[config.mk]
export PLATFORM = sky130hd
export DESIGN_NAME = ifu_next_pc
export DESIGN_NICKNAME = d
export VERILOG_FILES = /design/src/rtl/ifu_next_pc.sv
export SDC_FILE = /design/constraint.sdc
export NUM_CORES = 1
export LEC_CHECK = 0
export ABC_CLOCK_PERIOD_IN_PS = 3950
export BUFFER_PORTS_ARGS = -buffer_cell sky130_fd_sc_hd__buf_2
export CORE_MARGIN = 3
export CORE_UTILIZATION = 49
export CTS_BUF_LIST = sky130_fd_sc_hd__clkbuf_2
export CTS_CLUSTER_SIZE = 28
export DETAILED_ROUTE_END_ITERATION = 6
export PLACE_DENSITY = 0.91
export SLEW_MARGIN = 5
export SYNTH_ARGS = -nofsm -noshare
export SYNTH_HDL_FRONTEND = slang
export SYNTH_SLANG_ARGS = --single-unit
[constraint.sdc]
create_clock -name clk -period 3.95 [get_ports clk]
set_input_delay 1.185 -clock clk [delete_from_list [all_inputs] [get_ports clk]]
set_output_delay 1.185 -clock clk [all_outputs]
set_load 0.02 [all_outputs]
[src/rtl/ifu_next_pc.sv]
// Fetch-address generator: PC register, next-PC select, illegal-target trap, fetch counter.
// Optional MIPS branch delay slot enabled by defining IFU_DELAY_SLOT_EN.
module ifu_next_pc #(
  parameter logic [31:0] PC_RESET   = 32'h0000_3000,
  parameter logic [31:0] EXC_VECTOR = 32'h0000_4180,
  parameter int          IM_WORDS   = 1024
) (
  input  logic        clk,
  input  logic        reset,
  input  logic        stall,
  input  logic [1:0]  npc_sel,
  input  logic [15:0] imm16,
  input  logic [25:0] instr_index,
  input  logic [31:0] rs_value,
  output logic [31:0] pc,
  output logic [31:0] pc_plus4,
  output logic        exc_adel,
  output logic [31:0] fetch_count
);

  localparam logic [1:0]  SEL_SEQ  = 2'b00;
  localparam logic [1:0]  SEL_BR   = 2'b01;
  localparam logic [1:0]  SEL_J    = 2'b10;
  localparam logic [31:0] PC_LIMIT = PC_RESET + 32'(4 * IM_WORDS);

  logic [31:0] pc_q, pc_d;
  logic [31:0] fetch_count_q, fetch_count_d;
  logic        exc_adel_q, exc_adel_d;
  logic [31:0] target;
  logic        illegal;

`ifdef IFU_DELAY_SLOT_EN
  typedef enum logic {RUN, SLOT} state_t;
  state_t      state_q, state_d;
  logic [31:0] pend_target_q, pend_target_d;
`endif

  assign pc_plus4    = pc_q + 32'd4;
  assign pc          = pc_q;
  assign exc_adel    = exc_adel_q;
  assign fetch_count = fetch_count_q;

  always_comb begin
    target = rs_value;
    case (npc_sel)
      SEL_BR:  target = pc_plus4 + {{14{imm16[15]}}, imm16, 2'b00};
      SEL_J:   target = {pc_plus4[31:28], instr_index, 2'b00};
      default: target = rs_value;
    endcase
    // Sequential fetch running past the IM end is deliberately not trapped.
    illegal = (npc_sel != SEL_SEQ) &&
              ((target[1:0] != 2'b00) || (target < PC_RESET) || (target >= PC_LIMIT));
  end

  always_comb begin
    pc_d          = pc_q;
    exc_adel_d    = 1'b0;
    fetch_count_d = fetch_count_q;
`ifdef IFU_DELAY_SLOT_EN
    state_d       = state_q;
    pend_target_d = pend_target_q;
`endif
    if (!stall) begin
      fetch_count_d = fetch_count_q + 32'd1;
`ifdef IFU_DELAY_SLOT_EN
      // The slot instruction's own transfer request is ignored entirely.
      if (state_q == SLOT) begin
        pc_d    = pend_target_q;
        state_d = RUN;
      end else if (illegal) begin
        pc_d          = EXC_VECTOR;
        exc_adel_d    = 1'b1;
        pend_target_d = '0;
        state_d       = RUN;
      end else if (npc_sel != SEL_SEQ) begin
        pc_d          = pc_plus4;
        pend_target_d = target;
        state_d       = SLOT;
      end else begin
        pc_d = pc_plus4;
      end
`else
      if (illegal) begin
        pc_d       = EXC_VECTOR;
        exc_adel_d = 1'b1;
      end else if (npc_sel != SEL_SEQ) begin
        pc_d = target;
      end else begin
        pc_d = pc_plus4;
      end
`endif
    end
  end

  always_ff @(posedge clk or posedge reset) begin
    if (reset) begin
      pc_q          <= PC_RESET;
      exc_adel_q    <= 1'b0;
      fetch_count_q <= '0;
`ifdef IFU_DELAY_SLOT_EN
      state_q       <= RUN;
      pend_target_q <= '0;
`endif
    end else begin
      pc_q          <= pc_d;
      exc_adel_q    <= exc_adel_d;
      fetch_count_q <= fetch_count_d;
`ifdef IFU_DELAY_SLOT_EN
      state_q       <= state_d;
      pend_target_q <= pend_target_d;
`endif
    end
  end

endmodule

==> impl_metrics.json <==
{
  "h-tree-depth": 3,
  "grt_first_pass_wirelength_um": 36000,
  "clk_path_buf_depth": 2,
  "p_leak_nw": 4.52,
  "drc": 0,
  "regArea_um2": 1640,
  "run_status": "complete, but fails checks",
  "syn_avg_cell_area_um2": 8.15,
  "worst_path_most_repeated_cell": "and3_4",
  "crit_buf_inv": 3,
  "worstSetupStartpointType": "flip-flop",
  "tritoncts": "yes",
  "area.growth.synth_to_final_pct": 56.0,
  "die_h_um": 114,
  "port_buffers": 175,
  "fp-row-count": 38,
  "setup_viol": 14,
  "ctsHoldBuffers": 0,
  "drt_wl_total_um": 23800,
  "yosys_warnings": 0,
  "coreArea_um2": 11100,
  "worst_slack_ns": -0.319,
  "n_antenna_cell": 0,
  "grt_usage_pct": 34.7,
  "crit_arrival_ns": 4.75,
  "yosysTopAreaCellShare_pct": 27.6,
  "worstPathCellList": "and3_4, and3_4, and2_4, and3_4, xor2_4, ha_4, buf_6, nand4_1, nor3_2, nand3_1, nand2_1, buf_6, mux2_4, or4_4, nor3_2, o2111a_2, clkbuf_16, a31o_2",
  "synth-edff-count": 0,
  "violations": "negative setup slack",
  "ys_async_sr_fraction_pct": 100,
  "drt-pass1-iter-count": 5,
  "synthesis.nets": 818,
  "wl_per_cell_um": 20.0,
  "period_share_pct": 108,
  "cts.sinks": 65,
  "io_pins": 176,
  "synth_area_leaders": "dfrtp_1 (28%), ha_1 (8.3%), xnor2_1 (7.7%), nand2_1 (5.8%), a21oi_1 (4.4%)",
  "cp.required_ns": 4.43,
  "vias_per_cell": 6.22,
  "vias": 7410,
  "synth_cell_types": 60,
  "cts_made_buffers": 9,
  "crit_family": "simple AND/OR/NAND/NOR gates",
  "synth_area_um2": 5700,
  "finalSetupTns_ns": -4.24,
  "cts_root_buffer": "clkbuf_2",
  "synth-seq-area-share_pct": 28.6,
  "period_minus_slack_ns": 4.27,
  "tightestPinTransition_ns": 0.796,
  "synth_seq_cells": 65,
  "multi_input_area_um2": 4540,
  "n_fill_cell": 686,
  "synth_area_leader_cell": "dfrtp_1",
  "clk_latency_ns": 0.55,
  "final_cell_mix": "buf_4 (187), buf_2 (175), nand2_1 (84)",
  "hold_viol": 0,
  "gp_congestion": 0.977,
  "max_clock_freq_ghz": 0.234,
  "maxCapViolCount": 0,
  "path_max_fanout": 7,
  "worst-setup-path-type": "flip-flop to flip-flop",
  "dieArea_um2": 13000,
  "grt_max_degree": 35,
  "drive_gt1_share_pct": 46.8,
  "drv_slew": 0,
  "power_mw": 1.74,
  "syn-instance-count": 700,
  "overflow": 0,
  "path_clk_slew_ns": 0.21,
  "slowest_stage": "or4_4",
  "postRouteAntennaNets": 0,
  "hp-class": "flip-flop to flip-flop",
  "synthFlopType": "dfrtp_1",
  "dp.final_hpwl_um": 17200,
  "final_common_cell": "buf_4",
  "die_x_um": 114,
  "end_kind": "flip-flop",
  "antenna_found_initial": 0,
  "first_global_vias": 7168,
  "fin_nets": 1164,
  "initial_utilization_pct": 51.3,
  "power.density_nw_per_um2": 196,
  "drt_iter0_markers": 741,
  "vdd_drop_max_mv": 0.164,
  "skew_ns": 0.0249,
  "slew_headroom_pct": 46.8,
  "rsz0062_at_grt": "yes",
  "slowest_delay_ns": 0.43
}
sequential cells by signal (all words and copies together) (netlist names):
name         cells
fetch_count     32
exc_adel         1
pc              32
per-stage QoR:
stage / instances / utilization [%] / hold slack (ns) / setup slack [ns] / instance area (µm²)
final: 1191 / 79.9 / 0.477 / -0.319 / 8890
after global routing: 1191 / 79.9 / 0.498 / -0.342 / 8890
after CTS: 1185 / 78.6 / 0.482 / -0.0770 / 8750
after detailed placement: 1158 / 73.8 / 0.454 / -0.296 / 8210
after global placement: 1158 / 73.8 / 0.452 / -0.188 / 8210
after floorplan: 700 / - / 0.578 / -0.140 / 5990
cell usage after synthesis, types with 16 or more instances:
library cell and number:
a21oi_1 50, a22o_1 16, and3_1 21, clkbuf_1 19, dfrtp_1 63, ha_1 38, inv_1 16, nand2_1 88
nand3_1 34, nand4_1 17, nor2_1 45, o21ai_0 42, xnor2_1 50, xor2_1 28
path summary, 6_finish.rpt:
check	end	startpoint	cells past startpoint	slack (ns)
min in group asynchronous	fetch_count[30]	reset	2	0.71
max	pc[11]	pc[6]	18	-0.32
min	fetch_count[31]	fetch_count[31]	1	0.48
max reg2reg	pc[11]	pc[6]	18	-0.32
max in group asynchronous	pc[6]	reset	3	2.49
min reg2reg	fetch_count[31]	fetch_count[31]	1	0.48
layer usage:
layer | global-route usage (%) | wire length [µm]
met1 | 41.5 | 8810
met2 | 58.7 | 11200
met3 | 5.57 | 2120
met4 | 20.6 | 1660
met5 | 0 | 0
logic make-up after synthesis:
| kind of cell | Yosys count | synth area share [%] |
|---|---|---|
| buffers and inverters | 49 | 3.80 |
| xor gates and xnor gates | 79 | 12.3 |
| DFF | 65 | 28.6 |
| muxes | 8 | 1.49 |
| AOI/OAI and AO/OA | 186 | 21.1 |
| adders and majority gates | 39 | 8.69 |
| and+or+nand+nor | 274 | 24.1 |
power breakdown:
part / internal [mW] / switching, mW
logic: 0.245 / 0.323
clock network: 0.146 / 0.274
registers: 0.703 / 0.0505
layout make-up:
type | count | share of cell area, %
Clock buffer | 9 | 0.506
Clock inverter | 7 | 0.788
Inverter | 16 | 0.675
Multi-Input combinational cell | 586 | 51.0
Sequential cell | 65 | 18.4
Tap cell | 140 | 1.97
Timing Repair Buffer | 368 | 26.6
what timing repair did:
| action | in CTS | in global routing |
|---|---|---|
| buffers inserted | 10 | 6 |
| resized for setup | 57 | 22 |
| gates cloned | 1 | 0 |
| pin swaps | 38 | 22 |
| setup endpoints to repair | 14 | 14 |
Note: power is estimated with default switching activity, not from simulation.
